==> config.mk <==
export PLATFORM = sky130hd
export DESIGN_NAME = load_store_unit
export DESIGN_NICKNAME = d
export VERILOG_FILES = /design/src/rtl/load_store_unit_pkg.sv /design/src/rtl/load_store_unit_load_extend.sv /design/src/rtl/load_store_unit.sv
export SDC_FILE = /design/constraint.sdc
export NUM_CORES = 1
export LEC_CHECK = 0
export BUFFER_PORTS_ARGS = -buffer_cell sky130_fd_sc_hd__buf_2
export CAP_MARGIN = 40
export CORE_MARGIN = 4
export CORE_UTILIZATION = 25
export CTS_CLUSTER_DIAMETER = 120
export DETAILED_ROUTE_END_ITERATION = 7
export MAX_ROUTING_LAYER = met4
export PLACE_DENSITY_LB_ADDON = 0.2
export SYNTH_ARGS = -nofsm -noshare
export SYNTH_HDL_FRONTEND = slang
export SYNTH_SLANG_ARGS = --single-unit
==> constraint.sdc <==
create_clock -name clk_i -period 2.3 [get_ports clk_i]
set_clock_uncertainty 0.15 [all_clocks]
set_input_delay 0.69 -clock clk_i [delete_from_list [all_inputs] [get_ports clk_i]]
set_output_delay 0.69 -clock clk_i [all_outputs]
set_load 0.005 [all_outputs]
==> src/rtl/load_store_unit_pkg.sv <==
// Shared processor definitions for the load/store path: RV32I width codes,
// LSU state encoding and the legality check applied at request handshake.
package load_store_unit_pkg;

   typedef enum logic [1:0] {
      ST_IDLE,
      ST_REQ,
      ST_WAIT,
      ST_RESP
   } lsu_state_e;

   localparam logic [2:0] F3_B  = 3'b000;
   localparam logic [2:0] F3_H  = 3'b001;
   localparam logic [2:0] F3_W  = 3'b010;
   localparam logic [2:0] F3_BU = 3'b100;
   localparam logic [2:0] F3_HU = 3'b101;

   // Unsigned widths exist only for loads; stores above SW are all illegal.
   function automatic logic op_illegal(input logic we, input logic [2:0] funct3,
                                       input logic [1:0] offset);
      logic bad;
      bad = 1'b0;
      case (funct3)
         F3_B:    bad = 1'b0;
         F3_H:    bad = offset[0];
         F3_W:    bad = (offset != 2'b00);
         F3_BU:   bad = we;
         F3_HU:   bad = we | offset[0];
         default: bad = 1'b1;
      endcase
      return bad;
   endfunction

endpackage

==> src/rtl/load_store_unit_load_extend.sv <==
// Load data extraction: moves the addressed byte/halfword down to bit 0 and
// sign- or zero-extends it to 32 bits according to the load width code.
module load_extend
   import load_store_unit_pkg::*;
(
   input  logic [31:0] rdata,
   input  logic [1:0]  offset,
   input  logic [2:0]  funct3,
   output logic [31:0] result
);

   logic [31:0] shifted;

   always_comb begin
      shifted = rdata >> {offset, 3'b000};
      case (funct3)
         F3_B:    result = {{24{shifted[7]}}, shifted[7:0]};
         F3_H:    result = {{16{shifted[15]}}, shifted[15:0]};
         F3_BU:   result = {24'h000000, shifted[7:0]};
         F3_HU:   result = {16'h0000, shifted[15:0]};
         default: result = shifted;
      endcase
   end

endmodule

==> src/rtl/load_store_unit.sv <==
// Load/store unit: accepts one memory operation at a time from execute, issues
// it to a request/grant memory port and returns a single-cycle completion.
module load_store_unit
   import load_store_unit_pkg::*;
#(
   parameter int unsigned TIMEOUT_CYCLES = 255
) (
   input  logic        clk_i,
   input  logic        rst_i,
   input  logic        req_valid_i,
   output logic        req_ready_o,
   input  logic        req_we_i,
   input  logic [2:0]  req_funct3_i,
   input  logic [31:0] addr_i,
   input  logic [31:0] wdata_i,
   output logic        mem_req_o,
   input  logic        mem_gnt_i,
   output logic [31:0] mem_addr_o,
   output logic        mem_we_o,
   output logic [3:0]  mem_be_o,
   output logic [31:0] mem_wdata_o,
   input  logic        mem_rvalid_i,
   input  logic [31:0] mem_rdata_i,
   output logic        rsp_valid_o,
   output logic [31:0] rsp_rdata_o,
   output logic        rsp_err_o
);

   localparam int unsigned CW = $clog2(TIMEOUT_CYCLES + 1);
   localparam logic [CW-1:0] CNT_LAST = CW'(TIMEOUT_CYCLES - 1);

   lsu_state_e  state;
   logic        we_q;
   logic [2:0]  f3_q;
   logic [31:0] addr_q;
   logic [31:0] wdata_q;
   logic [CW-1:0] cnt;
   logic [31:0] rsp_rdata_q;
   logic        rsp_err_q;
   logic [31:0] load_data;
   logic [3:0]  be;
   logic [31:0] lane_wdata;
   logic        in_req;

   load_extend u_load_extend (
      .rdata  (mem_rdata_i),
      .offset (addr_q[1:0]),
      .funct3 (f3_q),
      .result (load_data)
   );

   always_ff @(posedge clk_i) begin
      if (rst_i) begin
         state       <= ST_IDLE;
         we_q        <= 1'b0;
         f3_q        <= '0;
         addr_q      <= '0;
         wdata_q     <= '0;
         cnt         <= '0;
         rsp_rdata_q <= '0;
         rsp_err_q   <= 1'b0;
      end else begin
         case (state)
            ST_IDLE: begin
               if (req_valid_i) begin
                  we_q    <= req_we_i;
                  f3_q    <= req_funct3_i;
                  addr_q  <= addr_i;
                  wdata_q <= wdata_i;
                  if (op_illegal(req_we_i, req_funct3_i, addr_i[1:0])) begin
                     state       <= ST_RESP;
                     rsp_err_q   <= 1'b1;
                     rsp_rdata_q <= '0;
                  end else begin
                     state <= ST_REQ;
                  end
               end
            end
            ST_REQ: begin
               if (mem_gnt_i) begin
                  cnt <= '0;
                  if (we_q) begin
                     state       <= ST_RESP;
                     rsp_err_q   <= 1'b0;
                     rsp_rdata_q <= '0;
                  end else begin
                     state <= ST_WAIT;
                  end
               end
            end
            ST_WAIT: begin
               // A response landing on the final wait cycle still wins over the timeout.
               if (mem_rvalid_i) begin
                  state       <= ST_RESP;
                  rsp_err_q   <= 1'b0;
                  rsp_rdata_q <= load_data;
               end else if (cnt == CNT_LAST) begin
                  state       <= ST_RESP;
                  rsp_err_q   <= 1'b1;
                  rsp_rdata_q <= '0;
               end else begin
                  cnt <= cnt + CW'(1);
               end
            end
            ST_RESP: begin
               state       <= ST_IDLE;
               rsp_err_q   <= 1'b0;
               rsp_rdata_q <= '0;
            end
            default: state <= ST_IDLE;
         endcase
      end
   end

   always_comb begin
      be         = 4'b1111;
      lane_wdata = wdata_q;
      if (we_q) begin
         case (f3_q)
            F3_B: begin
               be         = 4'b0001 << addr_q[1:0];
               lane_wdata = {4{wdata_q[7:0]}};
            end
            F3_H: begin
               be         = addr_q[1] ? 4'b1100 : 4'b0011;
               lane_wdata = {2{wdata_q[15:0]}};
            end
            default: ;
         endcase
      end
   end

   // Memory-side outputs are forced low outside REQ so idle/reset shows all zeros.
   assign in_req      = (state == ST_REQ);
   assign req_ready_o = (state == ST_IDLE);
   assign mem_req_o   = in_req;
   assign mem_addr_o  = in_req ? {addr_q[31:2], 2'b00} : '0;
   assign mem_we_o    = in_req & we_q;
   assign mem_be_o    = in_req ? be : '0;
   assign mem_wdata_o = (in_req & we_q) ? lane_wdata : '0;
   assign rsp_valid_o = (state == ST_RESP);
   assign rsp_rdata_o = rsp_rdata_q;
   assign rsp_err_o   = rsp_err_q;

endmodule
==> flow_metrics.py, run 1 <==
metrics = {
    "status": {
        "status": "finished with violations",
        "violations": "negative setup slack",
    },
    "route": {
        "dr_wl_met3_um": 1588,
        "post_drt_wl_per_cell_um": 16.49,
        "wl_met2_um": 9154,
        "drt-initial-drc-count": 285,
        "detail_route.vias_per_cell": 4.677,
        "wl_met1_um": 9067,
        "routed_wl_um": 20070,
        "first_pass_iters": 4,
        "drc": 0,
        "vias": 5692,
        "routed.top_layer": "met4",
        "ant_nets": 0,
    },
    "min_path": {
        "hp-class": "reg2reg",
        "min_path_cells": 2,
    },
    "placement": {
        "globalplace.congestion": 0.8119,
        "place_ws_ns": -0.1950,
        "placed_cell_area_um2": 7066,
        "dp.cells": 1188,
        "dp_hpwl_um": 14260,
        "portBuffers": 207,
    },
    "global_route": {
        "groute.usage.overall": 0.1588,
        "grt_pass1_wl_um": 30320,
        "grt_overflow": 0,
        "grt_pass1_vias": 5574,
        "grt_start_max_net_pins": 69,
        "antenna_found_initial": 4,
    },
    "die": {
        "core_um2": 21960,
        "dieWidth_um": 157.8,
        "die_h_um": 157.8,
        "ios": 210,
        "dieArea_um2": 24900,
        "initial_core_util": 0.2555,
        "rows": 54,
    },
    "synthesis": {
        "syn-cell-area_um2": 5610,
        "ys_ff_latch": 111,
        "synth_edf_count": 0,
        "synthArstFlopShare": 0,
        "ys_warn_count": 0,
        "synth_ff_type": "dfxtp_1",
        "postSynthCellCount": 718,
        "yosysUniqueCellTypes": 53,
        "synth.yosys.seq_area_share": 0.3961,
        "syn-mean-instance-area_um2": 7.814,
    },
    "finish": {
        "multiInputGateArea_um2": 3324,
        "area_growth_pct": 41.97,
        "layout.nets": 1039,
        "stdcell_count": 1217,
        "fin_util": 0.3627,
        "fillers": 2366,
        "final_common_cell": "nand2_1",
        "fin_area_um2": 7965,
        "drive_gt1_frac": 0.3934,
        "final_cell_mix": "199 x nand2_1, 184 x buf_2, 104 x dfxtp_1",
        "seq_area_um2": 2238,
    },
    "worst_setup_path": {
        "crit_type": "reg2out",
        "cp-start-kind": "register",
        "crit_arrival_ns": 1.53,
        "cp_max_fo": 10,
        "worst_ep_required_time_ns": 1.46,
        "crit_path_end_kind": "primary output",
        "reg2regPathDepth": 10,
    },
    "timing": {
        "whs_ns": 0.3017,
        "setup_violations": 40,
        "slew_viol_final": 0,
        "setup_tns_ns": -1.419,
        "layout_setup_ws_ns": -0.06842,
        "rsz0062_at_grt": "yes",
        "timing.fmax_mhz": 422.2,
        "timing_hold_violations_final": 0,
        "fin_crit_ns": 2.368,
        "worstMarginPinSlew_ns": 0.7291,
        "fin_crit_sh": 1.030,
        "slew_headroom": 0.5139,
    },
    "job": {
        "drv_cap": 0,
    },
    "clock_network": {
        "cts_buffers": 9,
        "ctsRootBufferMaster": "clkbuf_16",
        "clkTransAtPathRegs_ns": 0.08,
        "cts_buffer_depth": 2,
        "postCtsHoldBufs": 0,
        "cts_tree": "done",
        "clkLatencyLatePin_ns": 0.36,
        "cts_sinks": 111,
        "htree_levels": 3,
    },
    "power": {
        "p_leak_nw": 3.463,
        "total_power_mw": 6.911,
        "vdd_drop_max_mv": 0.4117,
        "power_density_nw_per_um2": 867.7,
    },
}
==> path summary, 6_finish.rpt <==
check / slack, ns / end / start
worst min-delay path: 0.30 / addr_q[2]$_SDFFE_PP0P_ / addr_q[2]$_SDFFE_PP0P_
worst max register to register: 0.17 / rsp_rdata_o[22]$_SDFFE_PP0P_ / state[1]$_SDFFE_PP0P_
worst max-delay path: -0.07 / mem_wdata_o[29] / state[1]$_SDFFE_PP0P_
worst min register to register: 0.30 / addr_q[2]$_SDFFE_PP0P_ / addr_q[2]$_SDFFE_PP0P_
==> power by group <==
part	switching (mW)	internal (mW)	leakage, nW	total [mW]
Sequential	0.205	2.20	0.908	2.41
Clock	0.876	0.796	0.151	1.67
Combinational	1.58	1.25	2.40	2.83
Total	2.67	4.25	3.46	6.91
==> critical path, cell delays in order, from the launching register on <==
cell	delay [ns]
dfxtp_2	0.34
inv_2	0.08
ha_4	0.18
nand2_4	0.10
buf_12	0.17
a211oi_4	0.16
buf_2	0.14
==> layer usage <==
metal  GRT usage  vias up
met3     0.04456       18
li1            -     2843
met4     0.04138        0
met2      0.2465      185
met1      0.2042     2646
met5           -        -
==> flip-flops by register name, summed over array words and instances (netlist names) <==
| name | flops |
|---|---|
| wdata_q | 32 |
| we_q | 1 |
| state | 2 |
| cnt | 8 |
| rsp_err_o | 1 |
| rsp_rdata_o | 32 |
| addr_q | 32 |
| f3_q | 3 |
==> what timing repair did <==
action / 4_1_cts / 5_1_grt
endpoints found under the hold margin: 0 / 0
pin swaps: 4 / 4
endpoints found under the setup margin: 84 / 66
cloned: 0 / 4
resized for setup: 46 / 66
buffers inserted: 2 / 4
==> logic make-up after synthesis <==
family,synth area share
compound gates,0.1929
xor+xnor,0.007805
flops,0.3961
simple gates,0.2576
other cells,0.0006684
fa+ha+maj,0.01338
buf+inv,0.05397
mux,0.07761
==> cell type report <==
cell class,count,area share
antenna,4,0.001257
multi-input combinational,542,0.4174
inverter,9,0.004555
timing repair buffer,255,0.2116
clock inverter,7,0.01194
tap,280,0.04398
clock buffer,9,0.02828
sequential,111,0.2810
==> cells in the mapped netlist, types with 11 or more instances <==
master / number / share of area
mux2i_1: 39 / 0.070
o21ai_0: 15 / 0.013
a21oi_1: 88 / 0.079
dfxtp_1: 111 / 0.40
nand2_1: 202 / 0.14
nand2b_1: 12 / 0.013
and2_1: 34 / 0.038
nor2_1: 33 / 0.022
a211oi_1: 18 / 0.024
clkbuf_1: 36 / 0.024
and3_1: 11 / 0.012
nand3_1: 11 / 0.0098
Note: power is estimated with default switching activity, not from simulation.
==> run 2: changes to the inputs <==
- CORE_MARGIN: 4 -> not set
- GPL_TIMING_DRIVEN: not set -> 0
- REMOVE_ABC_BUFFERS: not set -> 1
==> run 2 against run 1 <==
Against the previous run: the flow still finishes with violations (negative setup slack); power increased by 1.2%; non-clock buffer count grew 2; via count is 0.63% lower; critical endpoint is now mem_we_o; largest power group unchanged.
==> flow_metrics.py, run 2 (synthesized netlist as in run 1, its figures left out) <==
metrics = {
    "placement": {
        "place_ws_ns": -0.8868,
        "dp.cells": 1156,
        "dp_hpwl_um": 12930,
        "globalplace.congestion": 0.8267,
        "placed_cell_area_um2": 6870,
        "portBuffers": 207,
    },
    "finish": {
        "seq_area_um2": 2250,
        "drive_gt1_frac": 0.3968,
        "fin_area_um2": 8004,
        "area_growth_pct": 42.66,
        "multiInputGateArea_um2": 3413,
        "layout.nets": 1046,
        "final_common_cell": "buf_2",
        "final_cell_mix": "201 x buf_2, 187 x nand2_1, 103 x dfxtp_1",
        "stdcell_count": 1224,
        "fillers": 2379,
    },
    "die": {
        "dieWidth_um": 151.8,
        "die_h_um": 151.8,
        "ios": 210,
        "rows": 54,
        "core_um2": 21890,
        "initial_core_util": 0.2563,
        "dieArea_um2": 23040,
    },
    "worst_setup_path": {
        "crit_arrival_ns": 1.61,
        "cp-start-kind": "register",
        "reg2regPathDepth": 8,
        "critPathLaunch": "state[1]$_SDFFE_PP0P_",
        "cp_max_fo": 6,
        "crit_type": "reg2out",
        "r2r_start": "state[1]$_SDFFE_PP0P_",
        "crit_path_end_kind": "primary output",
        "worst_ep_required_time_ns": 1.46,
    },
    "timing": {
        "setup_violations": 66,
        "fin_crit_ns": 2.448,
        "timing_hold_violations_final": 0,
        "timing.fmax_mhz": 408.5,
        "setup_tns_ns": -4.395,
        "layout_setup_ws_ns": -0.1478,
        "slew_viol_final": 0,
        "rsz0062_at_grt": "yes",
        "slew_headroom": 0.4585,
        "fin_crit_sh": 1.064,
        "worstMarginPinSlew_ns": 0.8122,
    },
    "clock_network": {
        "clkLatencyLatePin_ns": 0.36,
        "cts_sinks": 111,
        "ctsRootBufferMaster": "clkbuf_16",
        "cts_buffer_depth": 2,
        "clkTransAtPathRegs_ns": 0.09,
        "cts_tree": "done",
        "cts_buffers": 9,
        "htree_levels": 3,
    },
    "min_path": {
        "hp-class": "reg2reg",
        "worstHoldStart": "addr_q[26]$_SDFFE_PP0P_",
        "min_path_cells": 2,
    },
    "power": {
        "pwr-share-seq": 0.344,
        "power_frac_comb": 0.423,
        "p_sw_mw": 2.714,
        "swShare": 0.3881,
        "internal_power_mw": 4.279,
        "power_density_nw_per_um2": 873.6,
        "clockPowerShare": 0.233,
        "vdd_drop_max_mv": 0.4222,
        "p_leak_nw": 3.462,
        "total_power_mw": 6.992,
    },
    "route": {
        "detail_route.vias_per_cell": 4.621,
        "ant_nets": 0,
        "first_pass_iters": 4,
        "vias": 5656,
        "routed_wl_um": 19830,
        "drt-initial-drc-count": 207,
        "drc": 0,
        "post_drt_wl_per_cell_um": 16.20,
    },
    "global_route": {
        "grt_overflow": 0,
        "grt_pass1_vias": 5439,
        "groute.usage.overall": 0.1745,
        "grt_start_max_net_pins": 69,
        "grt_pass1_wl_um": 30750,
        "antenna_found_initial": 3,
    },
    "status": {
        "status": "finished with violations",
        "violations": "negative setup slack",
    },
    "job": {
        "drv_cap": 0,
    },
}
run 2: per-stage QoR:
stage	util	hold slack, ns
6_report	0.3656	0.3027
5_1_grt	0.3655	0.3228
4_1_cts	0.3555	0.3059
3_5_place_dp	0.3138	0.2936
3_3_place_gp	0.3075	0.2867
2_1_floorplan	-	0.2757
run 2: path summary, 6_finish.rpt:
check / end / slack [ns]
setup / recovery: mem_we_o / -0.15
hold reg to reg: addr_q[26]$_SDFFE_PP0P_ / 0.30
setup reg to reg: cnt[7]$_SDFFE_PP0P_ / 0.11
hold / removal: addr_q[26]$_SDFFE_PP0P_ / 0.30
run 2: power groups by stage:
stage,clock (mW),combinational [mW],sequential (mW)
6_report,1.63,2.95,2.41
5_1_grt,1.77,3.24,2.45
4_1_cts,1.71,2.82,2.40
3_5_place_dp,0,2.17,2.50
3_3_place_gp,0,2.06,2.53
2_1_floorplan,0,1.28,2.44
run 2: what timing repair did:
action	in CTS	in global routing
pin swaps	25	15
gates resized for setup	73	29
buffers inserted	34	9
endpoints found under the setup margin	96	90
cloned	5	1
hold buffers	0	0
run 2: worst max-delay path: stages, from the launching register on:
cell	delay, ns
dfxtp_4	0.37
inv_4	0.04
ha_4	0.17
buf_12	0.14
nand2_8	0.09
clkinvlp_4	0.15
buf_4	0.16
buf_2	0.12
run 2: routing by layer:
layer,vias to the layer above,global-route usage,wire length [µm]
met3,16,0.04592,1432
li1,2878,-,-
met4,0,0.04762,289
met5,-,-,0
met1,2559,0.2273,9281
met2,203,0.2649,8826
run 2: final cells by class:
type,instances,area share
multi-input combinational,547,0.4264
sequential,111,0.2811
timing repair buffer,257,0.2049
tap,280,0.04377
clock buffer,10,0.02986
clock inverter,6,0.007191
inverter,9,0.005471
antenna,4,0.001251
